==> src/rtl/mul_share_arbiter.sv <==
// Round-robin front end that time-shares one sequential multiplier among N_REQ clients.
// Each operation runs clear -> run -> guard -> wait-for-ready -> respond, with a watchdog abort.
module mul_share_arbiter #(
    parameter int N_REQ   = 4,
    parameter int WIDTH   = 32,
    parameter int TIMEOUT = 80
) (
    input  logic                     clk,
    input  logic                     rst,
    input  logic [N_REQ-1:0]         req,
    input  logic [N_REQ*WIDTH-1:0]   opa,
    input  logic [N_REQ*WIDTH-1:0]   opb,
    output logic [N_REQ-1:0]         gnt,
    output logic [N_REQ-1:0]         done,
    output logic [2*WIDTH-1:0]       result,
    output logic                     err,
    output logic                     busy,
    output logic [WIDTH-1:0]         mul_multiplicand,
    output logic [WIDTH-1:0]         mul_multiplier,
    output logic                     mul_run,
    output logic                     mul_rst,
    input  logic                     mul_ready,
    input  logic [2*WIDTH-1:0]       mul_product
);

    localparam int PTR_W = $clog2(N_REQ);
    localparam int WD_W  = $clog2(TIMEOUT + 1);
    localparam logic [WD_W-1:0] WD_LIMIT = WD_W'(TIMEOUT);

    typedef enum logic [2:0] {
        IDLE,
        CLR,
        START,
        GUARD,
        WAIT,
        RESP
    } state_t;

    state_t                 state;
    logic [PTR_W-1:0]       ptr;
    logic [PTR_W-1:0]       g_idx;
    logic [PTR_W-1:0]       pick;
    logic [PTR_W-1:0]       next_ptr;
    logic [WD_W-1:0]        wdog;
    logic [WD_W-1:0]        wdog_inc;
    logic                   clr_q;
    logic [WIDTH-1:0]       opa_arr [N_REQ];
    logic [WIDTH-1:0]       opb_arr [N_REQ];

    // First requester at or after ptr, searching cyclically.
    function automatic logic [PTR_W-1:0] rr_pick(input logic [N_REQ-1:0] r,
                                                 input logic [PTR_W-1:0] p);
        logic [PTR_W-1:0] sel;
        logic             found;
        int               idx;
        sel   = '0;
        found = 1'b0;
        for (int k = 0; k < N_REQ; k++) begin
            idx = (int'(p) + k) % N_REQ;
            if (!found && r[idx[PTR_W-1:0]]) begin
                sel   = idx[PTR_W-1:0];
                found = 1'b1;
            end
        end
        return sel;
    endfunction

    function automatic logic [N_REQ-1:0] onehot(input logic [PTR_W-1:0] i);
        logic [N_REQ-1:0] o;
        o    = '0;
        o[i] = 1'b1;
        return o;
    endfunction

    for (genvar i = 0; i < N_REQ; i++) begin : g_unpack
        assign opa_arr[i] = opa[i*WIDTH +: WIDTH];
        assign opb_arr[i] = opb[i*WIDTH +: WIDTH];
    end

    always_comb begin
        pick     = rr_pick(req, ptr);
        next_ptr = (g_idx == PTR_W'(N_REQ - 1)) ? '0 : g_idx + 1'b1;
        wdog_inc = wdog + 1'b1;
    end

    // The multiplier is also held in clear for as long as our own reset is asserted.
    assign mul_rst = rst | clr_q;
    assign busy    = (state != IDLE);

    always_ff @(posedge clk) begin
        if (rst) begin
            state            <= IDLE;
            ptr              <= '0;
            g_idx            <= '0;
            wdog             <= '0;
            clr_q            <= 1'b0;
            gnt              <= '0;
            done             <= '0;
            result           <= '0;
            err              <= 1'b0;
            mul_run          <= 1'b0;
            mul_multiplicand <= '0;
            mul_multiplier   <= '0;
        end else begin
            clr_q   <= 1'b0;
            mul_run <= 1'b0;
            done    <= '0;
            case (state)
                IDLE: begin
                    if (|req) begin
                        g_idx            <= pick;
                        gnt              <= onehot(pick);
                        mul_multiplicand <= opa_arr[pick];
                        mul_multiplier   <= opb_arr[pick];
                        clr_q            <= 1'b1;
                        state            <= CLR;
                    end
                end
                CLR: begin
                    mul_run <= 1'b1;
                    state   <= START;
                end
                START: begin
                    wdog  <= '0;
                    state <= GUARD;
                end
                // ready may still be high from the previous product; skip one sample.
                GUARD: begin
                    state <= WAIT;
                end
                WAIT: begin
                    if (mul_ready) begin
                        result <= mul_product;
                        err    <= 1'b0;
                        done   <= gnt;
                        state  <= RESP;
                    end else if (wdog_inc == WD_LIMIT) begin
                        result <= '0;
                        err    <= 1'b1;
                        done   <= gnt;
                        state  <= RESP;
                    end else begin
                        wdog <= wdog_inc;
                    end
                end
                RESP: begin
                    ptr   <= next_ptr;
                    gnt   <= '0;
                    state <= IDLE;
                end
                default: begin
                    state <= IDLE;
                end
            endcase
        end
    end

endmodule
==> config.mk <==
export PLATFORM = sky130hd
export DESIGN_NAME = mul_share_arbiter
export DESIGN_NICKNAME = d
export VERILOG_FILES = /design/src/rtl/mul_share_arbiter.sv
export SDC_FILE = /design/constraint.sdc
export NUM_CORES = 1
export LEC_CHECK = 0
export ABC_AREA = 1
export CAP_MARGIN = 0
export CORE_AREA = 2 2 182 184
export CTS_CLUSTER_DIAMETER = 60
export DETAILED_ROUTE_END_ITERATION = 6
export DIE_AREA = 0 0 184 186
export GPL_TIMING_DRIVEN = 0
export PLACE_DENSITY = 0.55
export SLEW_MARGIN = 40
export SYNTH_ARGS = -nofsm -noshare
export SYNTH_HDL_FRONTEND = slang
export SYNTH_SLANG_ARGS = --single-unit
export TNS_END_PERCENT = 10
==> constraint.sdc <==
create_clock -name clk -period 3.3 [get_ports clk]
set_input_delay 0.33 -clock clk [delete_from_list [all_inputs] [get_ports clk]]
set_output_delay 0.33 -clock clk [all_outputs]
set_load 0.1 [all_outputs]
==> results of run 1 <==
state kept, by name, summed over array words and instances, names as in the netlist:
name,cells
ptr,2
clr_q,1
done,4
gnt,4
g_idx,2
state,3
wdog,7
err,1
mul_multiplicand,32
mul_multiplier,32
result,64
mul_run,1
power groups by stage:
stage / combinational, mW / clock (mW) / sequential, mW
after CTS: 3.30 / 1.94 / 2.13
after floorplan: 1.06 / 0 / 3.35
final: 3.28 / 1.89 / 2.13
after global placement: 3.45 / 0 / 2.17
after detailed placement: 3.29 / 0 / 2.17
after global routing: 3.52 / 2.01 / 2.16
layer usage:
metal | global-route usage | vias to the layer above | routed length [um]
met5 | 0 | - | 0
met4 | 0.0915 | 0 | 1270
met3 | 0.0569 | 60 | 2630
met2 | 0.412 | 346 | 20700
met1 | 0.296 | 4833 | 17800
li1 | - | 5345 | -
layout by cell type, fill, tap and decap left out, types with 15 or more instances in the layout:
master	count
buf_2	160
buf_1	15
nand2_1	535
nor2_1	160
nand3_1	224
clkbuf_1	50
a21oi_1	70
clkbuf_16	17
o21ai_0	25
clkdlybuf4s50_1	325
inv_1	73
dfxtp_1	153
cell families after synthesis:
group	after synthesis	share of synthesized area
fa+ha+maj	3	0.00452
compound gates	107	0.0676
simple gates	940	0.466
xor+xnor	4	0.00422
flops	153	0.369
buf+inv	174	0.0881
critical path, stage by stage (launching register included):
cell and delay, ns:
dfxtp_1 0.34, buf_4 0.17, nand2_1 0.06, nand2_1 0.12, nand2_1 0.11, nand2_2 0.11, nor2_4 0.05, nand2_1 0.09
nor2_1 0.05, a21oi_1 0.40, buf_2 0.37, buf_2 0.38, nand3_1 0.21, o31ai_1 0.11
worst paths after layout:
| kind | endpoint | slack, ns |
|---|---|---|
| worst min-delay path | result[0] | 0.45 |
| worst max register to register | gnt[1] | 0.64 |
| worst min register to register | result[9] | 0.46 |
| worst max-delay path | gnt[1] | 0.64 |
metrics by stage:
step	utilization	setup slack, ns	cells	cell area [um2]	total power [mW]
floorplan	-	1.06	1381	8300	4.40
global placement	0.418	0.205	2254	13500	5.62
detailed placement	0.396	0.176	2254	12800	5.46
CTS	0.413	0.596	2286	13300	7.38
global route	0.414	0.396	2291	13300	7.69
finish	0.414	0.644	2291	13300	7.31
area by class of cell:
| type | instances | area (um2) | area share |
|---|---|---|---|
| Inverter | 77 | 289 | 0.0217 |
| Clock buffer | 18 | 439 | 0.0330 |
| Multi-Input combinational cell | 1054 | 4500 | 0.338 |
| Clock inverter | 14 | 113 | 0.00845 |
| Sequential cell | 153 | 3060 | 0.230 |
| Timing Repair Buffer | 465 | 3950 | 0.297 |
| Buffer | 97 | 442 | 0.0331 |
| Antenna cell | 5 | 12.5 | 0.000939 |
| Tap cell | 408 | 510 | 0.0383 |
==> flow_summary.ini, run 1 <==
[route]
drt_iter0_markers = 650
route.vias.total = 10600
drt.antenna.violating_nets = 0
average_vias_per_placed_instance = 4.62
drc_violation_count_after_routing = 0
routed_wire_length_um = 42400
drt_pre_antenna_iters = 5
wl_per_cell_um = 18.5

[worst_hold_path]
worstHoldPathCells = 3
worst_hold_path_type = primary input to register
hp-start = mul_product[0]

[yosys]
syn-mean-instance-area_um2 = 6.01
synth_area_um2 = 8300
synth_enable_flop_cells = 0
netlist_top_cells_area = dfxtp_1 (37%), nand2_1 (24%), nand3_1 (14%)
ys_types = 30
yosys.cell_count.top_type = nand2_1
synth.yosys.warnings = 0
postSynthNetCount = 1711
postSynth.asyncResetShare = 0
seq_area_frac_synth = 0.369
syn_inst = 1381
synthFlopType = dfxtp_1
synth_top_area_frac = 0.369
synth.ff_latch_count = 153
synth.cells.most_frequent = nand2_1 (535), nand3_1 (224), nor2_1 (160)
netlist.top_cell.by_area = dfxtp_1

[pwr]
power.share.combinational = 0.449
relative_contribution_of_the_clock_network_to_total_power = 0.259
cellLeakagePower_nw = 6.33
power_switching_share = 0.464
vdd_drop_max_uv = 421
switching_power_mw = 3.39
seq_power_share = 0.292
p_int_mw = 3.92
power-per-cell-area_nw_per_um2 = 548

[timing]
rel_slew_slack = 0.491
worst_clock_skew_ns = 0.00979
period_share = 0.805
hold_slack_ns = 0.452
slew_violations = 0
post-route-min-period_ns = 2.66
timing.fmax_ghz = 0.376
rsz0062_at_grt = false
fin_setup_tns_ns = 0
setup-violations-final = 0
finalHoldViolCount = 0
timing_worst_slew_pin_value_ns = 0.761

[finish]
layout.filler_cells = 3496
layout.nets = 2195
flow.area_growth_from_synthesis_pct = 60.6
layout_cell_share_with_drive_strength_beyond_1 = 0.114

[critical_path]
crit_path_start_kind = register
worstSetupEndpointType = register
largest_fanout_on_the_critical_path = 10
required_ns = 3.64
setup.worst_path.class = register to register
worst_reg_to_reg_cells = 13
startpoint = ptr[0]
worstPathArrival_ns = 3.00
critical_path.reg2reg.startpoint = ptr[0]

[floorplan]
die_h_um = 186
fp.dieArea_um2 = 34200
floorplan.initialDensity = 0.258
core-area_um2 = 32200
top_level_ports = 467
fp-row-count = 66
fp.dieW_um = 184

[global_routing]
grt_antenna_before_repair = 7
grt_util_all_layers = 0.242
via_count_of_the_first_global_routing_pass = 10100
grt_start_max_net_pins = 17
grt_first_pass_wirelength_um = 61200
globalRoute.totalOverflow = 0

[place]
last_weighted_congestion_value_of_the_routability_driven_placer = 0.952
placement.io_buffers = 465
detailed_place_hpwl_um = 34400

[cts]
clock_sink_count = 153
tritoncts = yes
cts_hold_buffers = 0
cts_inserted_buffers = 17
cts-resized-gates = 0
htreeDepth = 4
later_pin_clock_latency_in_the_skew_report_ns = 0.43
cts_buffer_depth = 2
post-cts-setup-buffer-count = 0
cts.root.buffer_cell = clkbuf_16
clk_pin_slew_ns = 0.07

[outcome]
outcome = finished clean

[job]
cap_violations = 0
Note: power is estimated with default switching activity, not from simulation.
==> run 2, diff against run 1 <==
--- a/config.mk
+++ b/config.mk
@@ -12,7 +12,7 @@
 export DETAILED_ROUTE_END_ITERATION = 6
 export DIE_AREA = 0 0 184 186
 export GPL_TIMING_DRIVEN = 0
-export PLACE_DENSITY = 0.55
+export PLACE_DENSITY = 0.57
 export SLEW_MARGIN = 40
 export SYNTH_ARGS = -nofsm -noshare
 export SYNTH_HDL_FRONTEND = slang
==> constraint.sdc (replaced) <==
create_clock -name clk -period 2.2 [get_ports clk]
set_input_delay 0.22 -clock clk [delete_from_list [all_inputs] [get_ports clk]]
set_output_delay 0.22 -clock clk [all_outputs]
set_load 0.1 [all_outputs]
==> flow_summary.ini, run 2 (synthesis results as in run 1) <==
[cts]
clock_sink_count = 153
cts.root.buffer_cell = clkbuf_16
cts_buffer_depth = 2
htreeDepth = 4
clk_pin_slew_ns = 0.07
later_pin_clock_latency_in_the_skew_report_ns = 0.43
tritoncts = yes
cts_hold_buffers = 0
cts_inserted_buffers = 17

[pwr]
power-per-cell-area_nw_per_um2 = 806
switching_power_mw = 5.25
cellLeakagePower_nw = 6.79
relative_contribution_of_the_clock_network_to_total_power = 0.255
power_switching_share = 0.457
p_int_mw = 6.24
vdd_drop_max_uv = 577
design_power_total_mw = 11.5
seq_power_share = 0.279
power.share.combinational = 0.467

[floorplan]
fp-row-count = 66
core-area_um2 = 32200
fp.dieArea_um2 = 34200
top_level_ports = 467
fp.dieW_um = 184
floorplan.initialDensity = 0.258
die_h_um = 186

[finish]
commonest_non_fill_non_tap_cells_in_the_layout = nand2_1 (510), clkdlybuf4s50_1 (325), nand3_1 (189)
layout_cell_share_with_drive_strength_beyond_1 = 0.183
layout.cell_area.non_filler_um2 = 14300
flow.area_growth_from_synthesis_pct = 71.8
mostFrequentLayoutCell = nand2_1
number_of_flip_flops_under_the_largest_register_name = 64
final_core_util = 0.443
layout.nets = 2214
registers.top_by_ff_count = result
registers_with_the_highest_flip_flop_counts = result: 64 flops, mul_multiplicand: 32 flops, mul_multiplier: 32 flops
layout.filler_cells = 3423

[critical_path]
worstSetupEndpointType = register
worst_reg_to_reg_cells = 14
endpoint = mul_multiplicand[24]
required_ns = 2.57
setup.worst_path.class = register to register
startpoint = ptr[0]
largest_fanout_on_the_critical_path = 7
worstPathArrival_ns = 2.60
crit_path_start_kind = register
r2r-end = mul_multiplicand[24]
critical_path.reg2reg.startpoint = ptr[0]
regToRegSetupSlack_ns = -0.03

[timing]
setup-violations-final = 12
fin_setup_tns_ns = -0.143
slew_violations = 0
setup_ws_ns = -0.0346
period_share = 1.02
rsz0062_at_grt = true
rel_slew_slack = 0.479
hold_slack_ns = 0.337
worst_clock_skew_ns = 0.0101
timing_worst_slew_pin_value_ns = 0.781
post-route-min-period_ns = 2.23
finalHoldViolCount = 0
timing.fmax_ghz = 0.448

[route]
route.vias.total = 10800
drc_violation_count_after_routing = 0
drt_iter0_markers = 594
wl_per_cell_um = 18.8
routed_wire_length_um = 43500
average_vias_per_placed_instance = 4.67
drt.antenna.violating_nets = 0
drt_pre_antenna_iters = 5

[global_routing]
grt_util_all_layers = 0.242
grt_antenna_before_repair = 4
globalRoute.totalOverflow = 0
grt_first_pass_wirelength_um = 61200
grt_start_max_net_pins = 17
via_count_of_the_first_global_routing_pass = 10200

[place]
placed_cell_area_um2 = 12800
detailed_place_hpwl_um = 34700
last_weighted_congestion_value_of_the_routability_driven_placer = 0.989
placement.io_buffers = 465

[worst_hold_path]
worst_hold_path_type = primary input to register

[job]
cap_violations = 0

[outcome]
violations = setup timing
outcome = finished with violations
run 2: cell count changes in the layout (fill, tap and decap cells not counted), sizes merged, moves of 2 or more:
cell,before,now
clkbuf,68,71
clkinvlp,5,2
buf,187,201
clkinv,4,6
run 2: area by class of cell:
type,count,area (um2),area share
timing repair buffer,483,4240,0.297
multi-input combinational,1055,4880,0.343
clock inverter,15,139,0.00975
clock buffer,17,425,0.0299
buffer,97,679,0.0477
antenna,4,10.0,0.000702
sequential,153,3070,0.216
inverter,77,297,0.0208
tap,408,510,0.0358
run 2: per-stage QoR:
| step | cells | setup WS, ns |
|---|---|---|
| 6_report | 2309 | -0.0346 |
| 5_1_grt | 2309 | -0.156 |
| 4_1_cts | 2290 | -0.0566 |
| 3_5_place_dp | 2254 | -0.768 |
| 3_3_place_gp | 2254 | -0.775 |
| 2_1_floorplan | 1381 | -0.0355 |
run 2: how the worst min path moves through the flow:
stage	from	endpoint	cells past startpoint
final	mul_product[12]	result[12]	3
after global routing	mul_product[17]	result[17]	3
after CTS	mul_product[12]	result[12]	3
after detailed placement	result[32]	result[32]	2
after global placement	result[17]	result[17]	2
after floorplan	mul_product[0]	result[0]	2
run 2: power by group through the flow:
stage / registers [mW] / logic, mW / clock network [mW]
2_1_floorplan: 5.02 / 1.59 / 0
4_1_cts: 3.20 / 5.04 / 3.01
5_1_grt: 3.23 / 5.71 / 3.13
6_report: 3.20 / 5.37 / 2.93
3_3_place_gp: 3.26 / 5.16 / 0
3_5_place_dp: 3.26 / 4.93 / 0
run 2: worst max-delay path, stage by stage (launching register included):
cell	delay, ns
dfxtp_4	0.36
buf_6	0.13
nand2_1	0.07
o21ai_2	0.07
nand2_4	0.08
nand2_4	0.06
nor2_4	0.20
nand4_4	0.27
nand2_8	0.22
clkbuf_16	0.20
clkbuf_16	0.16
nand3_1	0.10
nand3_2	0.11
nor2_2	0.04
nor2_1	0.07
run 2: routing by layer:
| layer | vias up | GRT usage | wire, um |
|---|---|---|---|
| li1 | 5395 | - | - |
| met1 | 4959 | 0.304 | 18500 |
| met5 | - | 0 | 0 |
| met4 | 0 | 0.0918 | 1580 |
| met2 | 365 | 0.398 | 20700 |
| met3 | 71 | 0.0620 | 2680 |
run 2: timing repair:
item,CTS,global route
pin swaps,2,22
resized for setup,64,164
hold endpoints to repair,0,0
setup endpoints to repair,95,146
buffers inserted,4,5
gates cloned,0,10
==> run 3, diff against run 2 <==
--- a/config.mk
+++ b/config.mk
@@ -11,7 +11,6 @@
 export CTS_CLUSTER_DIAMETER = 60
 export DETAILED_ROUTE_END_ITERATION = 6
 export DIE_AREA = 0 0 184 186
-export GPL_TIMING_DRIVEN = 0
 export PLACE_DENSITY = 0.57
 export SLEW_MARGIN = 40
 export SYNTH_ARGS = -nofsm -noshare
==> constraint.sdc (replaced) <==
create_clock -name clk -period 2.2 [get_ports clk]
set_input_delay 0.22 -clock clk [delete_from_list [all_inputs] [get_ports clk]]
set_output_delay 0.22 -clock clk [all_outputs]
set_load 0.05 [all_outputs]
==> flow_summary.ini, run 3 (synthesis results as in run 1) <==
[timing]
finalHoldViolCount = 0
setup-violations-final = 0
rsz0062_at_grt = true
post-route-min-period_ns = 2.13
rel_slew_slack = 0.579
worst_clock_skew_ns = 0.0103
timing_worst_slew_pin_value_ns = 0.629
period_share = 0.967
timing.fmax_ghz = 0.470
slew_violations = 0

[job]
cap_violations = 0

[critical_path]
timing.critical_path.cells = buf_6, nand2_1, nand2_2, nand2_1, nand2_2, nand2_1, nand2_1, nand2_1, nand2_2, buf_6, buf_12, nand3_1, nand2_1, nand2_1, nand3_1, nand2_1, inv_1
crit_path_start_kind = register
largest_fanout_on_the_critical_path = 27
crit_path_max_incr_delay_ns = 0.36
cpMostUsedCell = nand2_1
worstPathArrival_ns = 2.51
setup.worst_path.class = register to register
worstSetupEndpointType = register
crit_path_slowest_cell = dfxtp_2
required_ns = 2.59

[floorplan]
top_level_ports = 467
fp-row-count = 66
core-area_um2 = 32200
fp.dieArea_um2 = 34200
die_h_um = 186
fp.dieW_um = 184
floorplan.initialDensity = 0.258

[finish]
number_of_flip_flops_under_the_largest_register_name = 64
registers_with_the_highest_flip_flop_counts = result: 64 flops, mul_multiplicand: 32 flops, mul_multiplier: 32 flops
layout_cell_share_with_drive_strength_beyond_1 = 0.0790
commonest_non_fill_non_tap_cells_in_the_layout = nand2_1 (525), clkdlybuf4s50_1 (462), nand3_1 (214)
registers.top_by_ff_count = result
flow.area_growth_from_synthesis_pct = 75.8
layout.nets = 2165
fin_cells = 2257
mostFrequentLayoutCell = nand2_1
layout.cell_area.non_filler_um2 = 14600

[global_routing]
met3_usage = 0.0562
met2_usage = 0.371
grt_start_max_net_pins = 48
grt_util_all_layers = 0.216
globalRoute.totalOverflow = 0
grt_first_pass_wirelength_um = 56000
grt_antenna_before_repair = 1
via_count_of_the_first_global_routing_pass = 9871
global_route.usage.met1 = 0.261
grt_busiest_layer = met2

[cts]
cts_hold_buffers = 0
cts.root.buffer_cell = clkbuf_16
tritoncts = yes
clk_pin_slew_ns = 0.07
later_pin_clock_latency_in_the_skew_report_ns = 0.44
cts_buffer_depth = 2
clock_sink_count = 153
cts_inserted_buffers = 17
htreeDepth = 4

[route]
average_vias_per_placed_instance = 4.62
drt.antenna.violating_nets = 0
wl_per_cell_um = 17.0
drt_pre_antenna_iters = 7
routed_wire_length_um = 38300
drc_violation_count_after_routing = 0
drt_iter0_markers = 497
route.vias.total = 10400

[place]
dp_cells = 2220
placed_cell_area_um2 = 13800
detailed_place_hpwl_um = 29400
placement.io_buffers = 466
last_weighted_congestion_value_of_the_routability_driven_placer = 0.929

[outcome]
outcome = finished clean

[pwr]
cellLeakagePower_nw = 6.39
vdd_drop_max_uv = 561
power-per-cell-area_nw_per_um2 = 730

[worst_hold_path]
worst_hold_path_type = primary input to register
-- run 3: cell types whose count changed in the layout (fill, tap and decap cells not counted), sizes merged, moves of 2 or more --
| cell | previous run | this run |
|---|---|---|
| clkdlybuf4s50 | 325 | 462 |
| buf | 201 | 67 |
| clkbuf | 71 | 20 |
| inv | 83 | 81 |
| diode | 4 | 1 |
-- run 3: area by class of cell --
class / count / area (um2)
fillers: 3306 / 17600
repair buffers: 532 / 5440
multi-input cells: 1054 / 4670
flip-flops and latches: 153 / 3070
well taps: 408 / 510
clock buffers: 18 / 439
inverters: 77 / 292
clock inverters: 14 / 165
diodes: 1 / 2.50
-- run 3: report_power, final --
| group | internal [mW] | total [mW] | switching [mW] |
|---|---|---|---|
| clock network | 1.73 | 3.08 | 1.35 |
| logic | 1.77 | 4.35 | 2.58 |
| registers | 3.05 | 3.22 | 0.163 |
| total | 6.56 | 10.6 | 4.09 |
-- run 3: routing by layer --
metal,vias up,share of wire,wire (um)
met5,-,0,0
met4,0,0.027,1050
met3,51,0.059,2270
met2,321,0.49,18900
met1,4785,0.42,16000
li1,5276,-,-
-- run 3: critical path: cells and delay by family (launching register included) --
kind | cells | cell delay [ns]
simple gates | 13 | 1.14
flops | 1 | 0.36
buf+inv | 4 | 0.59
-- run 3: path summary, 6_finish.rpt --
| path | startpoint | end | slack, ns | depth (start not counted) |
|---|---|---|---|---|
| min | rst | state[0] | 0.21 | 2 |
| max reg2reg | ptr[0] | mul_multiplicand[30] | 0.07 | 17 |
| max | ptr[0] | mul_multiplicand[30] | 0.07 | 17 |
| min reg2reg | result[9] | result[9] | 0.46 | 2 |
-- run 3: what timing repair did --
action                                  4_1_cts  5_1_grt
pin swaps                                     0        6
gates resized for setup                       4       37
buffers inserted                              0        2
endpoints found under the setup margin       23      132
cloned                                        0        2
-- run 3: per-stage QoR --
step / total power, mW / utilization / hold slack [ns] / setup WS (ns) / TNS [ns]
after global routing: 11.3 / 0.453 / 0.236 / -0.103 / -2.49
after detailed placement: 7.54 / 0.427 / 0.452 / -0.335 / -10.26
after CTS: 10.7 / 0.447 / 0.203 / -0.0130 / -0.0130
final: 10.6 / 0.453 / 0.214 / 0.0728 / 0
after global placement: 7.53 / 0.427 / 0.447 / -0.289 / -7.91
after floorplan: 5.67 / - / 0.369 / 0.213 / 0
==> RTL change (config.mk and constraints of run 2) <==
The 6 states of `state_t` get a one-hot encoding in 6 bits.
--- a/src/rtl/mul_share_arbiter.sv
+++ b/src/rtl/mul_share_arbiter.sv
@@ -29,9 +29,9 @@
 
-    typedef enum logic [2:0] {
-        IDLE,
-        CLR,
-        START,
-        GUARD,
-        WAIT,
-        RESP
+    typedef enum logic [5:0] {
+        IDLE  = 6'b000001,
+        CLR   = 6'b000010,
+        START = 6'b000100,
+        GUARD = 6'b001000,
+        WAIT  = 6'b010000,
+        RESP  = 6'b100000
     } state_t;
Function: same outputs for any inputs over 4 cycles, from zero or initial values and one cycle with rst high; so few cycles prove little.
==> RTL change against run 2 <==
  * Design area grew 3.5%
  * First-iteration DRC count grew 4.7%
  * The flow still finishes with violations (setup timing)
  * Power shrank 3.9%
  * Area after synthesis grew 4.4%
  * Die area is the same
  * Clock power grew 6%
  * Setup slack gained 29 ps
  * Largest power group unchanged
  * Sequential cell count grew 3
  * Utilization grew 1.5 points
  * Wire length shrank 2.4%
==> RTL change: results (changes against run 2) <==
grt_start_max_net_pins: 19  # +2
cts_htree_levels: 4  # unchanged
grt_pass1_vias: 10300  # +1.6%
ys_top_cells_by_area: "dfxtp_1 (36%), nand2_1 (27%), nand3_1 (12%)"
hpwl_mm: 33.1  # -4.6%
synth-xor-area-share: 0.00505  # +0.000831
skew_ps: 15.5  # +5.43 ps
finalSetupViolCount: 1  # -11
ys_types: 32  # +6.7%
synth_common_cells: "nand2_1 (619), nand3_1 (203), nor2_1 (157), dfxtp_1 (156), inv_1 (84)"
grt_first_pass_wirelength_mm: 59.8  # -2.3%
path_max_fanout: 10  # +3
antenna_found_initial: 10  # +6
port_buffers: 465  # unchanged
violations: "setup timing"
ir_worst_vdd_mv: 0.512  # -11%
fillers: 3373  # -1.5%
routabilityCongestion: 0.941  # -4.8%
leakagePower_nw: 7.26  # +6.9%
nNetsFinal: 2287  # +3.3%
synth_fa_ha_area_frac: 0.00433  # -0.000193
clkLatencyLatePin_ps: 430  # about the same
drt_iter0_drc: 622  # +4.7%
ys_seq_area_frac: 0.360  # -0.00879
syn_nets: 1782  # +4.1%
crit_end: "mul_multiplicand[11]$_SDFFE_PP0P_"
synth_compound_area_frac: 0.0536  # -0.0140
num_vias: 11100  # +2.7%
r2r_cells: 16  # +2
drive_gt1_frac: 0.191  # +0.00792
status: "finished with violations"
fin_ws_ps: -5.85  # +28.7 ps
cp_data_arrival_time_ps: 2590  # about the same
wl_per_cell_um: 17.8  # -5.6%
tightest_slew_ps: 711  # -69.7 ps
preCtsSetupSlack_ps: -721  # +46.6 ps
clkTransAtPathRegs_ps: 80
globalRouteTotalUtil: 0.232  # -0.0100
RTL change: cell types whose count changed after synthesis, moves of 13 or more:
| cell | run 2 | this run |
|---|---|---|
| clkbuf_1 | 50 | 35 |
| buf_1 | 15 | 2 |
| o21ai_0 | 25 | 11 |
| buf_2 | 20 | 46 |
| nand2_1 | 535 | 619 |
| nand3_1 | 224 | 203 |
RTL change: layout make-up:
type,count,area (um^2),share of cell area
diodes,10,25.0,0.00170
plain buffers,101,833,0.0565
clock buffers,17,425,0.0289
clock inverters,15,190,0.0129
inverters,89,342,0.0232
multi-input cells,1105,5010,0.340
flip-flops and latches,156,3130,0.212
well taps,408,510,0.0346
repair buffers,487,4280,0.290
RTL change: report_power, final:
part	total, W	internal, W	switching (W)
registers	0.00325	0.00309	0.000152
clock network	0.00312	0.00165	0.00147
logic	0.00468	0.00137	0.00331
RTL change: worst min-delay path by stage:
stage	start	endpoint	slack [ps]
global route	mul_product[17]	result[17]$_SDFFE_PP0P_	320
global placement	result[31]$_SDFFE_PP0P_	result[31]$_SDFFE_PP0P_	450
floorplan	mul_product[10]	result[10]$_SDFFE_PP0P_	370
detailed placement	result[57]$_SDFFE_PP0P_	result[57]$_SDFFE_PP0P_	450
finish	mul_product[17]	result[17]$_SDFFE_PP0P_	340
CTS	mul_product[17]	result[17]$_SDFFE_PP0P_	320
RTL change: timing repair:
item                                    CTS  global route
endpoints found under the setup margin  129           137
gates resized for setup                  41           184
gates cloned                              0            11
pin swaps                                 1            26
setup buffers                             2             9
RTL change: cells by family (layout without fill, tap and decap cells):
group           count (synthesis)  count (layout)
compound gates                 90              90
xor+xnor                        5               5
fa+ha+maj                       3               3
buf+inv                       191             709
flops                         156             156
other cells                     0              10
simple gates                 1007            1007
RTL change: worst max-delay path: stages (launching register included):
cell and delay [ps]:
dfxtp_2 340, buf_6 140, inv_8 50, nand2_2 60
nand2_2 80, nand2_2 100, nand2_4 60, nor2_4 160
nand4_4 260, nand2_8 190, buf_2 270, nand2_1 80
nand2_1 70, nand2_1 50, nand3_1 140, nand2_1 60
inv_1 40
RTL change: routing by layer:
metal	part of all wire	up-vias	global-route usage	wire, um
met1	0.42	5106	0.281	17800
met3	0.065	53	0.0562	2760
met5	0	-	0	0
li1	-	5567	-	-
met4	0.023	0	0.0842	979
met2	0.49	353	0.400	20900
RTL change: per-stage QoR:
| step | cells | utilization | instance area [um^2] | TNS (ps) |
|---|---|---|---|---|
| 4_1_cts | 2359 | 0.431 | 13900 | -122 |
| 3_3_place_gp | 2325 | 0.429 | 13800 | -47620 |
| 5_1_grt | 2388 | 0.458 | 14700 | -6240 |
| 3_5_place_dp | 2325 | 0.408 | 13100 | -49540 |
| 6_report | 2388 | 0.458 | 14700 | -5.85 |
| 2_1_floorplan | 1452 | - | 8670 | 0 |
